`src/rtl/traffic_pkg.sv`:
```
// Shared phase encodings and per-approach lamp codes for the traffic phase controller.
package traffic_pkg;

    // Controller phase, also exported on the phase output.
    typedef enum logic [1:0] {
        PH_ALL_RED = 2'd0,
        PH_GREEN   = 2'd1,
        PH_YELLOW  = 2'd2,
        PH_EMERG   = 2'd3
    } phase_e;

    // Lamp code per approach, packed as {red, yellow, green}.
    localparam int unsigned LIGHT_W      = 3;
    localparam logic [2:0]  LIGHT_RED    = 3'b100;
    localparam logic [2:0]  LIGHT_YELLOW = 3'b010;
    localparam logic [2:0]  LIGHT_GREEN  = 3'b001;

endpackage

```
`src/rtl/rr_next_dir.sv`:
```
// Round-robin selection of the next approach to receive green, with optional
// skipping of approaches that have no vehicle waiting.
module rr_next_dir #(
    parameter int unsigned NUM_DIR = 4,
    parameter int unsigned DIR_W   = $clog2(NUM_DIR)
) (
    input  logic [DIR_W-1:0]   active_dir,
    input  logic [NUM_DIR-1:0] veh_req,
    input  logic               skip_en,
    output logic [DIR_W-1:0]   next_dir
);

    logic [DIR_W-1:0] plain_dir;
    logic [DIR_W-1:0] cand_dir;
    int unsigned      cand_idx;
    logic             found;

    // Scan from active_dir+1 (wrapping) for the first requesting approach;
    // with no requests anywhere, fall back to plain round-robin.
    always_comb begin
        plain_dir = '0;
        cand_dir  = '0;
        cand_idx  = 0;
        found     = 1'b0;
        if (active_dir != DIR_W'(NUM_DIR - 1)) begin
            plain_dir = active_dir + 1'b1;
        end
        next_dir = plain_dir;
        if (skip_en) begin
            for (int unsigned i = 0; i < NUM_DIR; i++) begin
                cand_idx = (32'(active_dir) + 32'd1 + i) % NUM_DIR;
                cand_dir = DIR_W'(cand_idx);
                if (!found && veh_req[cand_dir]) begin
                    next_dir = cand_dir;
                    found    = 1'b1;
                end
            end
        end
    end

endmodule

```
`src/rtl/traffic_phase_ctrl.sv`:
```
// Traffic intersection phase controller: round-robin green/yellow/all-red
// sequencing with optional demand skipping and emergency preemption.
module traffic_phase_ctrl
    import traffic_pkg::*;
#(
    parameter int unsigned NUM_DIR = 4,
    parameter int unsigned CNT_W   = 8
) (
    input  logic                          clk,
    input  logic                          rst,
    input  logic                          en,
    input  logic [CNT_W-1:0]              green_time,
    input  logic [CNT_W-1:0]              yellow_time,
    input  logic [CNT_W-1:0]              allred_time,
    input  logic                          skip_en,
    input  logic [NUM_DIR-1:0]            veh_req,
    input  logic                          emerg_req,
    input  logic [$clog2(NUM_DIR)-1:0]    emerg_dir,
    output logic [LIGHT_W*NUM_DIR-1:0]    lights,
    output logic [$clog2(NUM_DIR)-1:0]    active_dir,
    output logic [1:0]                    phase
);

    localparam int unsigned DIR_W    = $clog2(NUM_DIR);
    localparam int unsigned LIGHTS_W = LIGHT_W * NUM_DIR;

    phase_e              state_q, state_d;
    logic [CNT_W-1:0]    cnt_q, cnt_d;
    logic [DIR_W-1:0]    dir_q, dir_d;
    logic [LIGHTS_W-1:0] lights_q, lights_d;
    logic [DIR_W-1:0]    rr_dir;
    logic [DIR_W-1:0]    emerg_dir_eff;

    // Counter preload for a phase of the given length; zero length runs one cycle.
    function automatic logic [CNT_W-1:0] load_cnt(input logic [CNT_W-1:0] dur);
        return (dur == '0) ? '0 : dur - 1'b1;
    endfunction

    // Out-of-range emergency approach folds to approach 0.
    generate
        if ((1 << DIR_W) == NUM_DIR) begin : gen_emerg_full
            assign emerg_dir_eff = emerg_dir;
        end else begin : gen_emerg_clamp
            assign emerg_dir_eff = (emerg_dir >= DIR_W'(NUM_DIR)) ? '0 : emerg_dir;
        end
    endgenerate

    // Next approach for normal service after an all-red clearance.
    rr_next_dir #(
        .NUM_DIR (NUM_DIR),
        .DIR_W   (DIR_W)
    ) u_rr_next_dir (
        .active_dir (dir_q),
        .veh_req    (veh_req),
        .skip_en    (skip_en),
        .next_dir   (rr_dir)
    );

    // State, counter, owner and lamp registers; reset lands in a 1-cycle all-red.
    always_ff @(posedge clk or posedge rst) begin
        if (rst) begin
            state_q  <= PH_ALL_RED;
            cnt_q    <= '0;
            dir_q    <= DIR_W'(NUM_DIR - 1);
            lights_q <= {NUM_DIR{LIGHT_RED}};
        end else begin
            state_q  <= state_d;
            cnt_q    <= cnt_d;
            dir_q    <= dir_d;
            lights_q <= lights_d;
        end
    end

    // Phase sequencing; everything holds while en is low.
    always_comb begin
        state_d = state_q;
        cnt_d   = cnt_q;
        dir_d   = dir_q;
        if (en) begin
            case (state_q)
                PH_ALL_RED: begin
                    if (cnt_q == '0) begin
                        if (emerg_req) begin
                            state_d = PH_EMERG;
                            dir_d   = emerg_dir_eff;
                        end else begin
                            state_d = PH_GREEN;
                            dir_d   = rr_dir;
                            cnt_d   = load_cnt(green_time);
                        end
                    end else begin
                        cnt_d = cnt_q - 1'b1;
                    end
                end
                PH_GREEN: begin
                    if (emerg_req && (dir_q == emerg_dir_eff)) begin
                        // Already serving the emergency approach: keep green, no yellow.
                        state_d = PH_EMERG;
                    end else if (emerg_req || (cnt_q == '0)) begin
                        state_d = PH_YELLOW;
                        cnt_d   = load_cnt(yellow_time);
                    end else begin
                        cnt_d = cnt_q - 1'b1;
                    end
                end
                PH_YELLOW: begin
                    if (cnt_q == '0) begin
                        state_d = PH_ALL_RED;
                        cnt_d   = load_cnt(allred_time);
                    end else begin
                        cnt_d = cnt_q - 1'b1;
                    end
                end
                PH_EMERG: begin
                    // Owner is latched on entry, so emerg_dir is not looked at here.
                    if (!emerg_req) begin
                        state_d = PH_YELLOW;
                        cnt_d   = load_cnt(yellow_time);
                    end
                end
                default: begin
                    state_d = PH_ALL_RED;
                    cnt_d   = '0;
                end
            endcase
        end
    end

    // Lamp pattern for the upcoming state, registered alongside it.
    always_comb begin
        lights_d = {NUM_DIR{LIGHT_RED}};
        for (int unsigned i = 0; i < NUM_DIR; i++) begin
            if (DIR_W'(i) == dir_d) begin
                case (state_d)
                    PH_GREEN,
                    PH_EMERG:  lights_d[LIGHT_W*i +: LIGHT_W] = LIGHT_GREEN;
                    PH_YELLOW: lights_d[LIGHT_W*i +: LIGHT_W] = LIGHT_YELLOW;
                    default:   lights_d[LIGHT_W*i +: LIGHT_W] = LIGHT_RED;
                endcase
            end
        end
    end

    assign lights     = lights_q;
    assign active_dir = dir_q;
    assign phase      = state_q;

endmodule

```
`config.mk`:
```
export PLATFORM = sky130hd
export DESIGN_NAME = traffic_phase_ctrl
export DESIGN_NICKNAME = d
export VERILOG_FILES = /design/src/rtl/traffic_pkg.sv /design/src/rtl/rr_next_dir.sv /design/src/rtl/traffic_phase_ctrl.sv
export SDC_FILE = /design/constraint.sdc
export NUM_CORES = 1
export LEC_CHECK = 0
export CAP_MARGIN = 20
export CORE_AREA = 10 10 80 96
export CTS_CLUSTER_SIZE = 28
export DETAILED_ROUTE_END_ITERATION = 6
export DIE_AREA = 0 0 90 106
export GPL_ROUTABILITY_DRIVEN = 0
export PLACE_DENSITY_LB_ADDON = 0.12
export RECOVER_POWER = 100
export SYNTH_ARGS = -nofsm -noshare
export SYNTH_HDL_FRONTEND = slang
export SYNTH_SLANG_ARGS = --single-unit
```
`constraint.sdc`:
```
create_clock -name clk -period 3.2 [get_ports clk]
set_clock_uncertainty 0.15 [all_clocks]
set_input_delay 0.48 -clock clk [delete_from_list [all_inputs] [get_ports clk]]
set_output_delay 0.48 -clock clk [all_outputs]
set_load 0.005 [all_outputs]
```
## Word level (Yosys, flattened, before mapping)

Cells that the tools add are included.

| cells by class | value |
|---|---|
| equal/unequal tests | 14 |
| shift operators | 0 |
| $mul | 0 |
| $add $sub $neg | 9 |
| divide/modulo/power cells | 0 |
| reduce and logical (&&, ||, !) cells | 16 |
| magnitude comparators | 4 |
| muxes and demuxes | 47 |
| bitwise operators | 0 |

Operators with widths:

| operator | number |
|---|---|
| $mux W8 | 9 |
| $mux W2 | 17 |
| $logic_not A8 Y1 | 4 |
| $pmux W8 S4 | 1 |
| $sub A8 B1 Y8 const B | 4 |
| $lt A2 B3 Y1 const B | 4 |
| $mux W3 | 4 |
| $mux W1 | 10 |
| $bmux W1 S2 | 4 |
| $eq A2 B2 Y1 const B | 4 |
| $pmux W2 S4 | 1 |
| $add A2 B1 Y2 const B | 3 |
| $ne A2 B2 Y1 const B | 3 |
| $pmux W3 S2 | 1 |
| $add A2 B2 Y2 const B | 2 |
| $eq A2 B1 Y1 const B | 2 |
| $eq A2 B2 Y1 const A | 2 |
| $logic_and A1 B1 Y1 | 4 |
| $logic_not A2 Y1 | 2 |
| $reduce_and A4 Y1 | 1 |
| $logic_not A1 Y1 | 3 |
| $ne A3 B3 Y1 const B | 1 |
| $eq A1 B2 Y1 const A | 1 |
| $eq A2 B2 Y1 | 1 |
| 2 further kinds | 2 |

| storage, ports and cells | value |
|---|---|
| input bits | 35 |
| memory bits (read-only) | 0 |
| latch bits | 0 |
| register bits | 24 |
| memories | 0 |
| output and inout port bits | 16 |
| bits in writable memories | 0 |

## Logic depth before layout (Yosys ltp)

| depth | value |
|---|---|
| word-level depth | 23 |
| mapped depth | 10 |

## Cells and area by module

A second synthesis with hierarchy kept.

| second synthesis, totals | value |
|---|---|
| cells, all modules | 279 |
| area total of the unflattened synthesis | 2362.3 µm² |

By module, submodules not included:

| module | instances | seq. area each (µm²) | area each (µm²) | cells an instance |
|---|---|---|---|---|
| traffic_phase_ctrl | 1 | 608.1 | 2215.9 | 255 |
| rr_next_dir | 1 | 0.0 | 146.4 | 24 |

## Worst setup path before layout

Ideal clock, no wire load.

| path | value |
|---|---|
| path type | register -> register |
| start | register dir_q[1] (netlist: active_dir[1]) |
| end | register lights_q[10] (netlist: lights[10]) |
| setup slack | 0.840 ns |
| cell stages (with the launch flop) | 10 |
| data required time | 2.930 ns |
| arrival | 2.091 ns |
| cell sequence | dfstp_2 -> ha_1 -> buf_2 -> nand2b_1 -> a21o_1 -> a221oi_1 -> a2111oi_0 -> o22ai_2 -> inv_2 -> and3_1 |

| on the way | value |
|---|---|
| longest elaborated chain between the ends | 23 |
| elaborated cells on any way between the ends | 48 |
| classes of those cells | 5 x add/sub; 6 x eq/ne; 29 x mux; 8 x reduce/logical |

Ends and longest elaborated chain:

| what | RTL line | RTL |
|---|---|---|
| start, declared | traffic_phase_ctrl.sv:29 | `logic [DIR_W-1:0] dir_q, dir_d;` |
| start signal, assigned | traffic_phase_ctrl.sv:64 | `dir_q <= DIR_W'(NUM_DIR - 1);` |
| start signal, assigned | traffic_phase_ctrl.sv:69 | `dir_q <= dir_d;` |
| $add A2 B1 Y2 | rr_next_dir.sv:31 | `cand_idx = (32'(active_dir) + 32'd1 + i) % NUM_DIR;` |
| $bmux W1 S2 | rr_next_dir.sv:33 | `if (!found && veh_req[cand_dir]) begin` |
| $mux W1 (not written as such) | rr_next_dir.sv:33 |  |
| $mux W1 | rr_next_dir.sv:33 |  |
| $mux W1 | rr_next_dir.sv:29 | `if (skip_en) begin` |
| $logic_not A1 Y1 | rr_next_dir.sv:33 |  |
| $logic_and A1 B1 Y1 | rr_next_dir.sv:33 |  |
| $mux W1 | rr_next_dir.sv:33 |  |
| [... 9 more ...] | n/a |  |
| $mux W2 * | traffic_phase_ctrl.sv:83 | `if (emerg_req) begin` |
| $mux W2 * | traffic_phase_ctrl.sv:82 | `if (cnt_q == '0) begin` |
| $mux W2 * | traffic_phase_ctrl.sv:80 | `case (state_q)` |
| $mux W2 * | traffic_phase_ctrl.sv:79 | `if (en) begin` |
| net dir_d[0] | traffic_phase_ctrl.sv:29 |  |
| $eq A2 B2 Y1 * | traffic_phase_ctrl.sv:133 | `if (DIR_W'(i) == dir_d) begin` |
| $mux W3 * | traffic_phase_ctrl.sv:133 |  |
| net lights_d[10] | traffic_phase_ctrl.sv:30 | `logic [LIGHTS_W-1:0] lights_q, lights_d;` |
| end signal, assigned | traffic_phase_ctrl.sv:65 | `lights_q <= {NUM_DIR{LIGHT_RED}};` |
| end signal, assigned | traffic_phase_ctrl.sv:70 | `lights_q <= lights_d;` |
| end, declared | traffic_phase_ctrl.sv:30 |  |

Mark *: on every way through the listed nets, which the timed path passes. The rest lies on a longest branch. The select of a mux whose other input is x is not followed.
A chain may end at the register's enable or synchronous reset.

## Worst setup path after layout

| path | value |
|---|---|
| start | register cnt_q[0] |
| end | register cnt_q[4] |

| on the way | value |
|---|---|
| longest elaborated chain between the ends | 5 |
| elaborated cells on any way between the ends | 10 |
| classes of those cells | 1 x add/sub; 1 x eq/ne; 5 x mux; 3 x reduce/logical |

Ends and longest elaborated chain:

| what | RTL line | RTL |
|---|---|---|
| start, declared | traffic_phase_ctrl.sv:28 | `logic [CNT_W-1:0] cnt_q, cnt_d;` |
| start signal, assigned | traffic_phase_ctrl.sv:68 | `cnt_q <= cnt_d;` |
| branches (longest 5 deep; another with $sub A8 B1 Y8) | n/a |  |

Several ways; the timed one is not identified. The select of a mux whose other input is x is not followed.

==> impl_metrics.env <==
export IMPL_status="complete, no violations"
export IMPL_port_buffers=50
export IMPL_final_common_cell="clkdlybuf4s50_1"
export IMPL_drtIter0Drc=122
export IMPL_reg2regPathDepth=8
export IMPL_timing_rr_start="cnt_q[0]"
export IMPL_die_area_mm2=0.00954
export IMPL_r2r_end="cnt_q[4]"
export IMPL_seq_area_um2=608
export IMPL_path_delay_family="simple AND/OR/NAND/NOR gates"
export IMPL_tightest_slew_ps=895
export IMPL_fillers=587
export IMPL_synthFlopType="dfrtp_1"
export IMPL_layout_common_cells="clkdlybuf4s50_1 (34), nand2_1 (21), o21ai_0 (21)"
export IMPL_wl_per_cell_um=16.3
export IMPL_power_total_mw=2.15
export IMPL_detail_route_antenna_nets=0
export IMPL_synth_edf_count=0
export IMPL_synth_seq_area_share_pct=27.0
export IMPL_hold_path_end="cnt_q[1]"
export IMPL_min_path_cells=2
export IMPL_max_stage_delay_ps=540
export IMPL_num_io_pins=51
export IMPL_placementRows=31
export IMPL_core_mm2=0.00586
export IMPL_hold_path_startpoint="cnt_q[1]"
export IMPL_critPathBufInv=1
export IMPL_min_period_ps=2870
export IMPL_synth_top_cell_area_share_pct=20.0
export IMPL_synth_seq_cells=24
export IMPL_multiInputGateArea_mm2=0.00149
export IMPL_fin_nets=361
export IMPL_clk_pin_slew_worst_paths_ps=100
export IMPL_cts_buffers=3
export IMPL_p_sw_mw=0.983
export IMPL_worstSetupPathType="register to register"
export IMPL_ys_types=64
export IMPL_crit_required_ps=3240
export IMPL_synthTopCellsByArea="dfrtp_1 (20%), dfstp_2 (7.0%), xnor2_1 (5.1%)"
export IMPL_hold_violations=0
export IMPL_slew_violations=0
export IMPL_min_period_over_period_pct=89.6
export IMPL_grt_pass1_wl_um=10800
export IMPL_setup_violations=0
export IMPL_cts_setup_buffers=0
export IMPL_start_util_pct=38.5
export IMPL_via_count=2256
export IMPL_start_kind="register"
export IMPL_hpwl_um=5180
export IMPL_yosysTopAreaCell="dfrtp_1"
export IMPL_clock_path_buffers=2
export IMPL_p_int_mw=1.17
export IMPL_avgViaCountPerCell=5.63
export IMPL_irDropWorstVdd_uv=313
export IMPL_syn_nets=313
export IMPL_crit_chain="inv_1 > ha_1 > nor3b_2 > and2_0 > o41ai_2 > o211ai_1 > a22oi_1 > o31ai_2"
export IMPL_yosysWarnings=0
export IMPL_drcViolationCount=0
export IMPL_cts_tree="done"
export IMPL_die_w_um=90
export IMPL_syn2layout_area_growth_pct=27.2
export IMPL_synthCells=272
export IMPL_maxCapViolCount=0
export IMPL_firstDrtPassIters=4
export IMPL_tns_ps=0
export IMPL_htree_levels=1
export IMPL_grt_pass1_vias=2193
export IMPL_cp_max_fo=7
export IMPL_drive_above_1_share_pct=9.40
export IMPL_die_y_um=106
export IMPL_p_leak_nw=1.11
export IMPL_wirelength_um=6530
export IMPL_power_per_cell_area_mw_per_mm2=752
export IMPL_regToRegSetupSlack_ps=330
export IMPL_post_cts_resized=0
export IMPL_p_comb_share_pct=56.8
export IMPL_max_freq_mhz=349
export IMPL_synthArstFlopShare_pct=100
export IMPL_ctsHoldBuffers=0
export IMPL_min_path_type="register to register"
export IMPL_syn_area_mm2=0.00225
export IMPL_end_kind="register"
export IMPL_avgSynthCellArea_um2=8.28
export IMPL_clock_power_share_pct=13.1
export IMPL_cp_arrival_ps=2910
export IMPL_antenna_found_initial=0
export IMPL_clkLatencyLatePin_ps=280
export IMPL_rsz0062_at_grt="no"
export IMPL_grt_max_degree=24
export IMPL_numClockSinks=24
export IMPL_grt_use_total_pct=13.3
export IMPL_cts_root_buf="clkbuf_8"
export IMPL_cp_slowest_cell="and2_0"
export IMPL_switching_share_pct=45.6
export IMPL_power_frac_seq_pct=30.1
export IMPL_grt_overflow=0
export IMPL_maxSlewHeadroom_pct=40.2
export IMPL_num_antenna_cells=0
==> cells by family (layout without fill, tap and decap cells) <==
group,after synthesis,count (layout),synth area share (%)
AND/OR/NAND/NOR,108,108,27.3
adder cells (fa/ha/maj),6,6,3.33
XOR/XNOR,19,19,7.39
AO/OA/AOI/OAI,83,83,27.5
multiplexers,4,4,1.83
flip-flops,24,24,27.0
buffers and inverters,28,75,5.61
==> worst max path at each step <==
stage / start / to / slack, ps / cells past startpoint
final: cnt_q[0] / cnt_q[4] / 330 / 8
after global routing: cnt_q[0] / lights[4] / 100 / 9
after CTS: cnt_q[0] / cnt_q[2] / 470 / 8
after detailed placement: yellow_time[0] / cnt_q[6] / 330 / 9
after global placement: veh_req[1] / lights[4] / 360 / 8
after floorplan: active_dir[1] / lights[10] / 840 / 9
==> power by group through the flow <==
stage	Combinational (mW)	Sequential, mW	Clock [mW]
5_1_grt	1.37	0.671	0.290
6_report	1.22	0.648	0.282
3_5_place_dp	1.25	0.659	0
4_1_cts	1.26	0.651	0.282
3_3_place_gp	1.25	0.659	0
2_1_floorplan	0.939	0.546	0
==> layout make-up <==
type,instances,share of cell area (%)
flip-flops and latches,24,21.2
clock inverters,1,1.05
multi-input cells,220,52.1
clock buffers,3,1.44
well taps,82,3.58
repair buffers,54,18.4
inverters,17,2.23
==> per-layer routing <==
metal  wire, um  GRT usage (%)
met1       2790           15.2
met2       3260           24.1
met3        311           2.04
met4        168           5.35
met5          0              0
==> worst register-to-register path: stages (launching register included) <==
cell and delay, ps:
dfrtp_1 470, inv_1 90, ha_1 250, nor3b_2 380, and2_0 540, o41ai_2 270
o211ai_1 250, a22oi_1 140, o31ai_2 230
==> synth_stat cells, drive strengths merged (4+ instances only) <==
library cell and instances:
or4 5, clkbuf 6, xor2 6, nand2b 6
nor4 4, nor2b 5, a22oi 5, a21oi 13
and3 5, o31ai 8, nor3 20, xnor2 13
dfrtp 18, a211oi 4, ha 6, buf 5
dfstp 6, nand3 7, inv 17, o21ai 23
o211ai 4, o221ai 4, nor2 20, nand2 22
==> registers in the layout, indices dropped and copies added (netlist names) <==
name        count
cnt_q           8
active_dir      2
phase           2
lights         12
==> per-stage QoR <==
step | hold WS (ps) | std cells | cell area, um^2 | util, % | worst slack (ps)
3_3_place_gp | 375 | 397 | 2820 | 48.2 | 357
5_1_grt | 425 | 401 | 2860 | 48.9 | 97.0
3_5_place_dp | 379 | 397 | 2820 | 48.2 | 330
4_1_cts | 402 | 401 | 2890 | 49.4 | 465
6_report | 409 | 401 | 2860 | 48.9 | 334
2_1_floorplan | 331 | 272 | 2250 | - | 840
(Power assumes the default switching activity.)
